**config.mk**
```make
export PLATFORM = sky130hd
export DESIGN_NAME = multi_debouncer
export DESIGN_NICKNAME = d
export VERILOG_FILES = /design/src/rtl/multi_debouncer_pkg.sv /design/src/rtl/debounce_ch.sv /design/src/rtl/multi_debouncer.sv
export SDC_FILE = /design/constraint.sdc
export NUM_CORES = 1
export LEC_CHECK = 0
export CAP_MARGIN = 20
export CELL_PAD_IN_SITES_DETAIL_PLACEMENT = 1
export CELL_PAD_IN_SITES_GLOBAL_PLACEMENT = 2
export CORE_MARGIN = 10
export CORE_UTILIZATION = 40
export CTS_CLUSTER_SIZE = 30
export DETAILED_ROUTE_END_ITERATION = 10
export PLACE_DENSITY = 0.91
export SYNTH_ARGS = -nofsm -noshare
export SYNTH_HDL_FRONTEND = slang
export SYNTH_HIERARCHICAL = 1
export SYNTH_SLANG_ARGS = --single-unit
```
**constraint.sdc**
```tcl
create_clock -name clk -period 2.3 [get_ports clk]
set_input_delay 0.46 -clock clk [delete_from_list [all_inputs] [get_ports clk]]
set_output_delay 0.46 -clock clk [all_outputs]
set_load 0.01 [all_outputs]
```
**src/rtl/multi_debouncer_pkg.sv**
```systemverilog
// Shared types and helpers for the multi-channel debouncer.
// Optional long-press detection is enabled with MULTI_DEBOUNCER_LONG_PRESS_EN.
package multi_debouncer_pkg;

    typedef enum logic [1:0] {
        RELEASED     = 2'd0,
        PUSH_WAIT    = 2'd1,
        PUSHED       = 2'd2,
        RELEASE_WAIT = 2'd3
    } state_t;

    localparam int unsigned US_PER_S = 1_000_000;
    localparam int unsigned MS_PER_S = 1_000;

    // Divide first so large clock rates do not overflow 32 bits.
    function automatic int unsigned cycles_for(input int unsigned clk_hz,
                                               input int unsigned units_per_s,
                                               input int unsigned amount);
        return (clk_hz / units_per_s) * amount;
    endfunction

endpackage

```
**src/rtl/debounce_ch.sv**
```systemverilog
// One debouncer channel: press/release FSM, stable-time counter, registered outputs.
// Hold counter and long-press pulse exist only with MULTI_DEBOUNCER_LONG_PRESS_EN.
module debounce_ch
    import multi_debouncer_pkg::*;
#(
    parameter int unsigned CNT_MAX  = 8,
    parameter int unsigned LONG_MAX = 1000
) (
    input  logic clk,
    input  logic n_rst,
    input  logic i_btn,
    output logic o_level,
    output logic o_press,
    output logic o_release,
    output logic o_long
);

    localparam int unsigned      CNT_W    = $clog2(CNT_MAX + 1);
    localparam logic [CNT_W-1:0] CNT_LAST = CNT_W'(CNT_MAX - 1);

    if (LONG_MAX < 1) begin : g_long_chk
        $error("debounce_ch: LONG_MAX must be at least 1");
    end

    state_t           r_state;
    logic [CNT_W-1:0] r_cnt;
    logic             r_level;
    logic             r_press;
    logic             r_release;
    logic             w_enter_pushed;

    assign w_enter_pushed = (r_state == PUSH_WAIT) && i_btn && (r_cnt == CNT_LAST);

    always_ff @(posedge clk or negedge n_rst) begin
        if (!n_rst) begin
            r_state   <= RELEASED;
            r_cnt     <= '0;
            r_level   <= 1'b0;
            r_press   <= 1'b0;
            r_release <= 1'b0;
        end else begin
            r_press   <= 1'b0;
            r_release <= 1'b0;
            case (r_state)
                RELEASED: begin
                    if (i_btn) begin
                        r_state <= PUSH_WAIT;
                        r_cnt   <= '0;
                    end
                end
                PUSH_WAIT: begin
                    if (!i_btn) begin
                        r_state <= RELEASED;
                        r_cnt   <= '0;
                    end else if (r_cnt == CNT_LAST) begin
                        r_state <= PUSHED;
                        r_cnt   <= '0;
                        r_level <= 1'b1;
                        r_press <= 1'b1;
                    end else begin
                        r_cnt <= r_cnt + CNT_W'(1);
                    end
                end
                PUSHED: begin
                    if (!i_btn) begin
                        r_state <= RELEASE_WAIT;
                        r_cnt   <= '0;
                    end
                end
                RELEASE_WAIT: begin
                    if (i_btn) begin
                        r_state <= PUSHED;
                        r_cnt   <= '0;
                    end else if (r_cnt == CNT_LAST) begin
                        r_state   <= RELEASED;
                        r_cnt     <= '0;
                        r_level   <= 1'b0;
                        r_release <= 1'b1;
                    end else begin
                        r_cnt <= r_cnt + CNT_W'(1);
                    end
                end
                default: begin
                    r_state <= RELEASED;
                    r_cnt   <= '0;
                    r_level <= 1'b0;
                end
            endcase
        end
    end

    assign o_level   = r_level;
    assign o_press   = r_press;
    assign o_release = r_release;

`ifdef MULTI_DEBOUNCER_LONG_PRESS_EN
    localparam int unsigned       HOLD_W    = $clog2(LONG_MAX + 1);
    localparam logic [HOLD_W-1:0] HOLD_MAX  = HOLD_W'(LONG_MAX);
    localparam logic [HOLD_W-1:0] HOLD_LAST = HOLD_W'(LONG_MAX - 1);

    logic [HOLD_W-1:0] r_hold;
    logic              r_long;

    // Only a genuine new press clears the hold count; release bounces keep it.
    always_ff @(posedge clk or negedge n_rst) begin
        if (!n_rst) begin
            r_hold <= '0;
            r_long <= 1'b0;
        end else begin
            r_long <= 1'b0;
            if (w_enter_pushed) begin
                r_hold <= '0;
            end else if (((r_state == PUSHED) || (r_state == RELEASE_WAIT)) &&
                         (r_hold != HOLD_MAX)) begin
                r_hold <= r_hold + HOLD_W'(1);
                if (r_hold == HOLD_LAST) begin
                    r_long <= 1'b1;
                end
            end
        end
    end

    assign o_long = r_long;
`else
    logic w_unused;
    assign w_unused = w_enter_pushed;
    assign o_long   = 1'b0;
`endif

endmodule

```
**src/rtl/multi_debouncer.sv**
```systemverilog
// N-channel pushbutton debouncer: 2-FF synchroniser, polarity normalisation, per-channel FSMs.
// Define MULTI_DEBOUNCER_LONG_PRESS_EN to enable the btn_long pulse.
module multi_debouncer
    import multi_debouncer_pkg::*;
#(
    parameter int unsigned       NUM_CH          = 4,
    parameter int unsigned       CLK_FREQ_HZ     = 50_000_000,
    parameter int unsigned       DEBOUNCE_US     = 10_000,
    parameter logic [NUM_CH-1:0] ACTIVE_LOW_MASK = '0,
    parameter int unsigned       LONG_PRESS_MS   = 1_000
) (
    input  logic              clk,
    input  logic              n_rst,
    input  logic [NUM_CH-1:0] btn_raw,
    output logic [NUM_CH-1:0] btn_level,
    output logic [NUM_CH-1:0] btn_press,
    output logic [NUM_CH-1:0] btn_release,
    output logic [NUM_CH-1:0] btn_long
);

    localparam int unsigned CNT_MAX  = cycles_for(CLK_FREQ_HZ, US_PER_S, DEBOUNCE_US);
    localparam int unsigned LONG_MAX = cycles_for(CLK_FREQ_HZ, MS_PER_S, LONG_PRESS_MS);

    if (CNT_MAX < 2) begin : g_cnt_chk
        $error("multi_debouncer: CNT_MAX must be at least 2");
    end

    logic [NUM_CH-1:0] r_sync1;
    logic [NUM_CH-1:0] r_sync2;
    logic [NUM_CH-1:0] w_b;

    // Reset to the idle polarity so every channel sees "not pressed" on reset exit.
    always_ff @(posedge clk or negedge n_rst) begin
        if (!n_rst) begin
            r_sync1 <= ACTIVE_LOW_MASK;
            r_sync2 <= ACTIVE_LOW_MASK;
        end else begin
            r_sync1 <= btn_raw;
            r_sync2 <= r_sync1;
        end
    end

    assign w_b = r_sync2 ^ ACTIVE_LOW_MASK;

    for (genvar i = 0; i < NUM_CH; i++) begin : g_ch
        debounce_ch #(
            .CNT_MAX  (CNT_MAX),
            .LONG_MAX (LONG_MAX)
        ) u_ch (
            .clk       (clk),
            .n_rst     (n_rst),
            .i_btn     (w_b[i]),
            .o_level   (btn_level[i]),
            .o_press   (btn_press[i]),
            .o_release (btn_release[i]),
            .o_long    (btn_long[i])
        );
    end

endmodule

```
==> results of run 1 <==
## logic make-up after synthesis
group / share of synthesized area, %
compound gates: 18.0
fa+ha+maj: 0.894
buf+inv: 5.92
xor+xnor: 2.03
other cells: 0.268
simple gates: 23.6
flops: 46.5
mux: 2.77
## where the power goes
part	switching, µW	internal, µW	total (µW)
registers	24.8	1850	1880
clock network	693	951	1640
logic	137	71.2	208
total	854	2870	3730
## per-layer routing
metal  track usage, %  vias up  share of wire (%)
met5                0        -                  0
met2             23.3       35                 50
li1                 -     2120                  -
met3             4.11       15                2.9
met1             16.0     2253                 46
met4             3.83        0                1.2
## timing repair
item                       in CTS  in global routing
gates resized for setup         1                  1
pin swaps                       0                  0
setup endpoints to repair       4                 13
## sequential cells by signal, summed over array words and instances (netlist names), named ones only
| register | cells |
|---|---|
| g_ch.u_ch/r_state | 4 |
| g_ch.u_ch/r_cnt | 76 |
| g_ch.u_ch/o_press | 4 |
| g_ch.u_ch/o_release | 4 |
| g_ch.u_ch/o_level | 4 |
| r_sync2 | 4 |
| r_sync1 | 4 |
## worst paths after layout
path / endpoint / cells after the start / startpoint / slack (ns)
setup / recovery: g_ch[1].u_ch/r_cnt[18]$_DFFE_PN0P_ / 5 / g_ch[1].u_ch/r_cnt[5]$_DFFE_PN0P_ / 0.21
hold reg to reg: r_sync2[2]$_DFF_PN0_ / 0 / r_sync1[2]$_DFF_PN0_ / 0.35
hold / removal: g_ch[2].u_ch/r_cnt[17]$_DFFE_PN0P_ / 2 / n_rst / 0.18
min in group clk: r_sync2[2]$_DFF_PN0_ / 0 / r_sync1[2]$_DFF_PN0_ / 0.35
max in group asynchronous: g_ch[0].u_ch/r_cnt[5]$_DFFE_PN0P_ / 2 / n_rst / 1.72
setup reg to reg: g_ch[1].u_ch/r_cnt[18]$_DFFE_PN0P_ / 5 / g_ch[1].u_ch/r_cnt[5]$_DFFE_PN0P_ / 0.21
## area by class of cell
| cell class | instances | share of cell area [%] |
|---|---|---|
| Inverter | 20 | 1.22 |
| Clock inverter | 6 | 1.36 |
| Sequential cell | 104 | 42.2 |
| Multi-Input combinational cell | 424 | 43.2 |
| Timing Repair Buffer | 32 | 4.74 |
| Tap cell | 180 | 3.65 |
| Clock buffer | 10 | 3.71 |
## placed cells by master (no fill, tap or decap), drive strengths merged, types with 5 or more instances in the layout
cell           netlist  layout
dfrtp              104     104
nand2               69      69
o21ai               43      43
nor2                36      36
nand3               34      34
a21oi               33      33
a31oi               28      28
nor3                23      23
inv                 20      20
a22o                17      17
nand4               17      17
clkdlybuf4s50        0      16
buf                 21      16
xor2                13      13
mux2i               11      11
clkbuf               9      10
nor4                 9       9
and4                 9       9
and2                 8       8
nand2b               7       7
a21o                 7       7
or3                  7       7
nor3b                5       5
and3                 5       5
## metrics by stage
step           TNS [ns]  setup slack [ns]
2_1_floorplan         0             0.378
3_3_place_gp          0             0.105
3_5_place_dp    -0.0833           -0.0464
4_1_cts               0            0.0364
5_1_grt               0            0.0958
6_report              0             0.209
==> parameters.txt, run 1 <==
Parameter                              Value

Timing
  Worst hold margin    0.183 ns
  Final critical delay including setup and external delays    2.09 ns
  Total setup violations reported at the end of the flow    0
  Worst-margin pin slew    1.07 ns
  Worst slew slack as a fraction of its limit    28.7%
  Period utilization    90.9%
  Clock Skew    0.00800 ns
  RSZ-0062 raised after global routing    no
  Maximum operating frequency    0.478 GHz
  Final Hold Fails    0
  Max-slew violation count    0

Worst setup path
  Data arrival time of the critical path    2.30 ns
  Critical path data required time    approximately 2.5 ns
  Critical Path Source Type    register
  Number of buffers and inverters on the critical path    0
  Crit end category    register
  Crit-path leading delay family    compound AO/OA/AOI/OAI gates
  Cell with the largest stage delay on the worst path    sky130_fd_sc_hd__o31a_2
  Setup CP Type    reg -> reg
  Chain of cells forming the critical path    nor4_1 > nand3_1 > o31a_2 > a41oi_1 > a31oi_1
  Stage delay of the slowest cell on the critical path    approximately 0.55 ns
  Critical Path Fanout Max    28

Layout
  Filler cell count in the final layout    1600
  Nets    601
  Combined area of the multi-input logic cells    about 0.0027 mm²
  Signed area change from the synthesized netlist to the final layout    10.3%
  Count of placed standard cells in the final layout, fillers left out    776
  Diode count    0
  Final cell utilization of the core    between 40 and 50%
  Sequential standard cell area    0.00260 mm²
  Fraction of final layout cells sized beyond drive strength 1    12.2%
  Area of all placed cells without fillers    ~0.0062 mm²

Floorplan
  Starting utilization of the core area    40.6%
  Number of placement rows    43
  X dimension of the die    138 µm
  I/O pins    22
  Area inside the core boundary    around 0.014 mm²
  Die area    0.0191 mm²
  Vertical die dimension    138 µm

Synth
  Post-Synthesis Mean Instance Area    between 9 and 10 µm²
  Ranking of synthesized cells by area    sky130_fd_sc_hd__dfrtp_1, sky130_fd_sc_hd__nand2_1, sky130_fd_sc_hd__a31oi_1
  Leading register cell type out of synthesis    sky130_fd_sc_hd__dfrtp_1
  Share of flip-flops with an asynchronous set or reset after synthesis    100%
  Number of synthesized register bits    104
  Share of Yosys cell area claimed by the top area cell type    about 47%
  Gate count of the mapped netlist    578
  Yosys Warn Count    6
  Post-synth EDFFs    0
  Commonest cells post-synth    sky130_fd_sc_hd__dfrtp_1, sky130_fd_sc_hd__nand2_1, sky130_fd_sc_hd__nor2_1, sky130_fd_sc_hd__o21ai_0
  Syn_nets    588
  Sequential element share of the synthesized area    about 47%
  Most numerous cell in the Yosys netlist    sky130_fd_sc_hd__dfrtp_1
  Largest area contributor in the netlist    sky130_fd_sc_hd__dfrtp_1
  Cell area after synthesis    roughly 0.0056 mm²
  Synth cell types    between 50 and 60

Routing
  Overall routed net length    13100 µm
  DRC viols    0
  DRT iter0 DRCs    279
  Number of nets with antenna violations after routing    0
  Count of TritonRoute iterations in the first routing pass    4
  Total via count after detailed routing    between 4000 and 5000
  Avg WL per Cell    16.9 µm
  Via-to-Cell Ratio    5.70

GRT
  Vias in the first global route    about 4700
  Total congestion overflow after global routing    0
  Maximum number of pins on one net before global-route repair    105
  Number of antenna violations at the first check in global routing    0
  Total Routing Usage GR    a little over an eighth
  Global-route wire length before repair    22500 µm

Job
  Max_cap viols    0

CTS
  Clock root buffer    sky130_fd_sc_hd__clkbuf_16
  Hold buffer count at cts    0
  Num Clock Sinks    ~100
  Clock latency on the worst-skew pair    0.35 ns
  Clock transition at the registers of the reported paths    0.07 ns
  Number of setup buffers added after CTS    0
  TritonCTS clock tree    built
  Depth of the CTS H-tree    3
  Inserted Clock Buffers    9
  Maximum clock insertion buffer count    2

Place
  Last weighted congestion value of the routability-driven placer    0.817
  Post-detail-place hpwl    9050 µm
  Instance count after placement with tap cells included    760
  Standard cell area after detailed placement    0.00586 mm²
  Port Buffer Count    17

Power
  Power Dens Cells    604 mW/mm²
  Post-layout power    about 3700 µW
  Leakage power total    0.00260 µW
  Worst IR drop on VDD    between 0.3 and 0.4 mV

Worst hold path
  Path type of the worst min-delay path    in -> async

Outcome
  Outcome    finished clean
Note: power is estimated with default switching activity, not from simulation.
==> inputs of run 2 (changes only) <==
--- a/config.mk
+++ b/config.mk
@@ -5,14 +5,15 @@
 export SDC_FILE = /design/constraint.sdc
 export NUM_CORES = 1
 export LEC_CHECK = 0
+export ABC_AREA = 1
 export CAP_MARGIN = 20
 export CELL_PAD_IN_SITES_DETAIL_PLACEMENT = 1
 export CELL_PAD_IN_SITES_GLOBAL_PLACEMENT = 2
 export CORE_MARGIN = 10
-export CORE_UTILIZATION = 40
+export CORE_UTILIZATION = 36
 export CTS_CLUSTER_SIZE = 30
 export DETAILED_ROUTE_END_ITERATION = 10
-export PLACE_DENSITY = 0.91
+export PLACE_DENSITY = 0.92
 export SYNTH_ARGS = -nofsm -noshare
 export SYNTH_HDL_FRONTEND = slang
 export SYNTH_HIERARCHICAL = 1
==> run 2 against run 1 <==
Effect of this change: area after synthesis up 9.0%; fmax up 20%; worst setup slack better by 0.34 ns; clock power down 4%; worst hold slack worse by 0.14 ns; global-route usage up 1.5 points; largest cell class unchanged; combinational power rose to 3.2 times the previous value; utilization down 3.8 points; via count up 24%; first-iteration DRC count down 9.7%.
==> parameters.txt, run 2 <==
Parameter                              Value

Timing
  Worst slew slack as a fraction of its limit    61.9% (was 28.7%)
  Clock Skew    0.00685 ns (was 0.00800 ns)
  Max-slew violation count    0 (unchanged)
  Worst hold margin    0.0394 ns (was 0.183 ns)
  Worst-margin pin slew    0.570 ns (was 1.07 ns)
  Final Hold Fails    0 (unchanged)
  RSZ-0062 raised after global routing    no (unchanged)
  Final critical delay including setup and external delays    1.75 ns (was 2.09 ns)
  Total setup violations reported at the end of the flow    0 (unchanged)
  Maximum operating frequency    0.572 GHz (was 0.478 GHz)
  Sum of negative setup slack    0 ns (unchanged)
  Period utilization    76.0% (was 90.9%)

CTS
  Clock transition at the registers of the reported paths    0.07 ns (about the same)
  Num Clock Sinks    104 (unchanged)
  Inserted Clock Buffers    9 (unchanged)
  Maximum clock insertion buffer count    2 (unchanged)
  Clock root buffer    sky130_fd_sc_hd__clkbuf_16 (unchanged)
  Post-CTS Resized    0 (was 1)
  Number of setup buffers added after CTS    0 (unchanged)
  Clock latency on the worst-skew pair    0.35 ns (about the same)
  TritonCTS clock tree    built (unchanged)
  Hold buffer count at cts    0 (unchanged)
  Depth of the CTS H-tree    3 (unchanged)

Worst setup path
  Critical path data required time    2.59 ns (was 2.51 ns)
  Number of buffers and inverters on the critical path    0 (unchanged)
  Setup CP Type    reg -> reg (unchanged)
  Crit end category    register (unchanged)
  Stage delay of the slowest cell on the critical path    0.45 ns (was 0.55 ns)
  Cell seen most often among critical-path stages    sky130_fd_sc_hd__nor2_4
  Data arrival time of the critical path    2.04 ns (was 2.30 ns)
  Crit-path leading delay family    simple AND/OR/NAND/NOR gates (was compound AO/OA/AOI/OAI gates)
  Cell with the largest stage delay on the worst path    sky130_fd_sc_hd__nor2_2 (was sky130_fd_sc_hd__o31a_2)
  Critical Path Fanout Max    11 (was 28)
  Critical Path Source Type    register (unchanged)
  Chain of cells forming the critical path    ha_1 > nand2_2 > nor2_4 > nand3_2 > nor2_4 > nor2_2 > nand3_1 > nand2_1 (was nor4_1 > nand3_1 > o31a_2 > a41oi_1 > a31oi_1)

Routing
  Count of TritonRoute iterations in the first routing pass    4 (unchanged)
  Via-to-Cell Ratio    4.97 (was 5.70)
  Total via count after detailed routing    5480 (was 4423)
  Overall routed net length    16100 µm (was 13100 µm)
  Avg WL per Cell    14.6 µm (was 16.9 µm)
  DRT iter0 DRCs    252 (was 279)
  Number of nets with antenna violations after routing    0 (unchanged)
  DRC viols    0 (unchanged)

Power
  Worst IR drop on VDD    0.363 mV (was 0.386 mV)
  Power Dens Cells    633 mW/mm² (was 604 mW/mm²)
  Leakage power total    0.00304 µW (was 0.00260 µW)

Job
  Max_cap viols    0 (unchanged)

Synth
  Area share of fa/ha/maj cells after synthesis    0.821% (was 0.894%)
  Compound-cell area share of the yosys netlist    6.81% (was 18.0%)
  Share of flip-flops with an asynchronous set or reset after synthesis    100% (unchanged)
  Syn_nets    866 (was 588)
  Number of synthesized register bits    104 (unchanged)
  Cell area after synthesis    0.00610 mm² (was 0.00560 mm²)
  Gate count of the mapped netlist    856 (was 578)
  Most numerous cell in the Yosys netlist    sky130_fd_sc_hd__nand2_1 (was sky130_fd_sc_hd__dfrtp_1)
  Main combinational cell family by area after synthesis    simple AND/OR/NAND/NOR gates (unchanged)
  Largest area contributor in the netlist    sky130_fd_sc_hd__dfrtp_1 (unchanged)
  Share of Yosys cell area claimed by the top area cell type    42.7% (was 46.5%)
  Ranking of synthesized cells by area    sky130_fd_sc_hd__dfrtp_1, sky130_fd_sc_hd__nand2_1, sky130_fd_sc_hd__nand3_1 (was sky130_fd_sc_hd__dfrtp_1, sky130_fd_sc_hd__nand2_1, sky130_fd_sc_hd__a31oi_1)
  Synth cell types    29 (was 58)
  Area share of xor/xnor cells in the synthesized design    2.87% (was 2.03%)
  Leading register cell type out of synthesis    sky130_fd_sc_hd__dfrtp_1 (unchanged)
  Sequential element share of the synthesized area    42.7% (was 46.5%)
  Yosys Warn Count    6 (unchanged)
  Post-Synthesis Mean Instance Area    7.13 µm² (was 9.68 µm²)
  Mux cell area share after synthesis    0% (was 2.77%)
  Fraction of the mapped netlist area in simple logic gates    38.8% (was 23.6%)
  Commonest cells post-synth    sky130_fd_sc_hd__nand2_1, sky130_fd_sc_hd__dfrtp_1, sky130_fd_sc_hd__inv_1, sky130_fd_sc_hd__nor2_1, sky130_fd_sc_hd__nand3_1 (was sky130_fd_sc_hd__dfrtp_1, sky130_fd_sc_hd__nand2_1, sky130_fd_sc_hd__nor2_1, sky130_fd_sc_hd__o21ai_0)
  Post-synth EDFFs    0 (unchanged)

Floorplan
  Number of placement rows    47 (was 43)
  Area inside the core boundary    0.0166 mm² (was 0.0138 mm²)
  Die area    0.0225 mm² (was 0.0191 mm²)
  Starting utilization of the core area    36.8% (was 40.6%)
  Vertical die dimension    150 µm (was 138 µm)
  I/O pins    22 (unchanged)
  X dimension of the die    150 µm (was 138 µm)

Place
  Port Buffer Count    17 (unchanged)
  Post-detail-place hpwl    12000 µm (was 9050 µm)
  Last weighted congestion value of the routability-driven placer    0.815 (was 0.817)
  Standard cell area after detailed placement    0.00651 mm² (was 0.00586 mm²)

Layout
  Signed area change from the synthesized netlist to the final layout    11.6% (was 10.3%)
  Area of all placed cells without fillers    0.00681 mm² (was 0.00617 mm²)
  Filler cell count in the final layout    2138 (was 1600)
  Commonest cells after routing, fill and taps aside    sky130_fd_sc_hd__nand2_1, sky130_fd_sc_hd__dfrtp_1, sky130_fd_sc_hd__inv_1, sky130_fd_sc_hd__nor2_1, sky130_fd_sc_hd__nand3_1 (was sky130_fd_sc_hd__dfrtp_1, sky130_fd_sc_hd__nand2_1, sky130_fd_sc_hd__nor2_1, sky130_fd_sc_hd__o21ai_0)
  Most common library cell in the layout ignoring fill and taps    sky130_fd_sc_hd__nand2_1 (was sky130_fd_sc_hd__dfrtp_1)
  Max FFs per register    76 (unchanged)
  Diode count    0 (unchanged)
  Fraction of final layout cells sized beyond drive strength 1    8.39% (was 12.2%)
  Register name with the most flops    g_ch.u_ch/r_cnt (unchanged)
  Nets    887 (was 601)

GRT
  Total Routing Usage GR    15.1% (was 13.6%)
  Global-route wire length before repair    28000 µm (was 22500 µm)
  Number of antenna violations at the first check in global routing    0 (unchanged)
  Vias in the first global route    5806 (was 4680)
  Maximum number of pins on one net before global-route repair    37 (was 105)
  Total congestion overflow after global routing    0 (unchanged)

Worst hold path
  Path type of the worst min-delay path    in -> async (unchanged)

Outcome
  Outcome    finished clean (unchanged)
## run 2: changes by cell type in the layout (fill, tap and decap cells not counted), moves of 18 or more
cell and change:
sky130_fd_sc_hd__nor2_1 +64, sky130_fd_sc_hd__nand3_1 +62, sky130_fd_sc_hd__nand2_2 +18, sky130_fd_sc_hd__nand2_1 +214, sky130_fd_sc_hd__nor3_1 -22, sky130_fd_sc_hd__inv_1 +79, sky130_fd_sc_hd__a31oi_1 -27
## run 2: through the flow
stage | power [µW] | cells | worst slack, ns | util [%]
floorplan | 2530 | 856 | 0.873 | -
detailed placement | 2780 | 1086 | 0.575 | 39.2
global placement | 2760 | 1086 | 0.630 | 39.2
finish | 4310 | 1102 | 0.553 | 41.0
CTS | 4390 | 1102 | 0.533 | 41.0
global route | 4550 | 1102 | 0.370 | 41.0
## run 2: layer usage
| metal | GRT usage [%] | vias to the layer above | wire length [µm] | part of all wire, % |
|---|---|---|---|---|
| met5 | 0 | - | 0 | 0 |
| met2 | 26.1 | 47 | 8030 | 50 |
| li1 | - | 2739 | - | - |
| met1 | 19.0 | 2682 | 7490 | 47 |
| met3 | 3.21 | 12 | 418 | 2.6 |
| met4 | 3.21 | 0 | 144 | 0.90 |
## run 2: worst register-to-register path, cell delays in order, from the launching register on
cell                      delay [ns]
sky130_fd_sc_hd__dfrtp_1        0.41
sky130_fd_sc_hd__ha_1           0.26
sky130_fd_sc_hd__nand2_2        0.12
sky130_fd_sc_hd__nor2_4         0.06
sky130_fd_sc_hd__nand3_2        0.09
sky130_fd_sc_hd__nor2_4         0.05
sky130_fd_sc_hd__nor2_2         0.45
sky130_fd_sc_hd__nand3_1        0.13
sky130_fd_sc_hd__nand2_1        0.11
## run 2: path summary, 6_finish.rpt
path	start	to	slack, ns	cells after the start
max	g_ch[2].u_ch/r_cnt[0]$_DFFE_PN0P_	g_ch[2].u_ch/r_cnt[11]$_DFFE_PN0P_	0.55	8
min reg2reg	r_sync1[0]$_DFF_PN0_	r_sync2[0]$_DFF_PN0_	0.35	0
min	n_rst	g_ch[2].u_ch/r_cnt[11]$_DFFE_PN0P_	0.04	1
min in group clk	r_sync1[0]$_DFF_PN0_	r_sync2[0]$_DFF_PN0_	0.35	0
max in group asynchronous	n_rst	r_sync1[3]$_DFF_PN0_	1.61	2
max reg2reg	g_ch[2].u_ch/r_cnt[0]$_DFFE_PN0P_	g_ch[2].u_ch/r_cnt[11]$_DFFE_PN0P_	0.55	8
## run 2: cell type report
type | instances | area (µm²) | area share, %
Tap cell | 220 | 275 | 4.04
Sequential cell | 104 | 2600 | 38.2
Clock inverter | 6 | 68.8 | 1.01
Inverter | 100 | 375 | 5.51
Clock buffer | 10 | 229 | 3.36
Timing Repair Buffer | 24 | 233 | 3.42
Multi-Input combinational cell | 638 | 3020 | 44.4
## run 2: kinds of logic after synthesis
family,count (synthesis)
adder cells (fa/ha/maj),4
XOR/XNOR,20
AND/OR/NAND/NOR,538
other,4
buffers and inverters,114
AO/OA/AOI/OAI,72
flip-flops,104
## run 2: power breakdown
part	total (µW)	internal, µW	switching (µW)	leakage [µW]
logic	659	181	479	0.00148
clock network	1580	852	731	0.000143
registers	2060	1930	130	0.00142
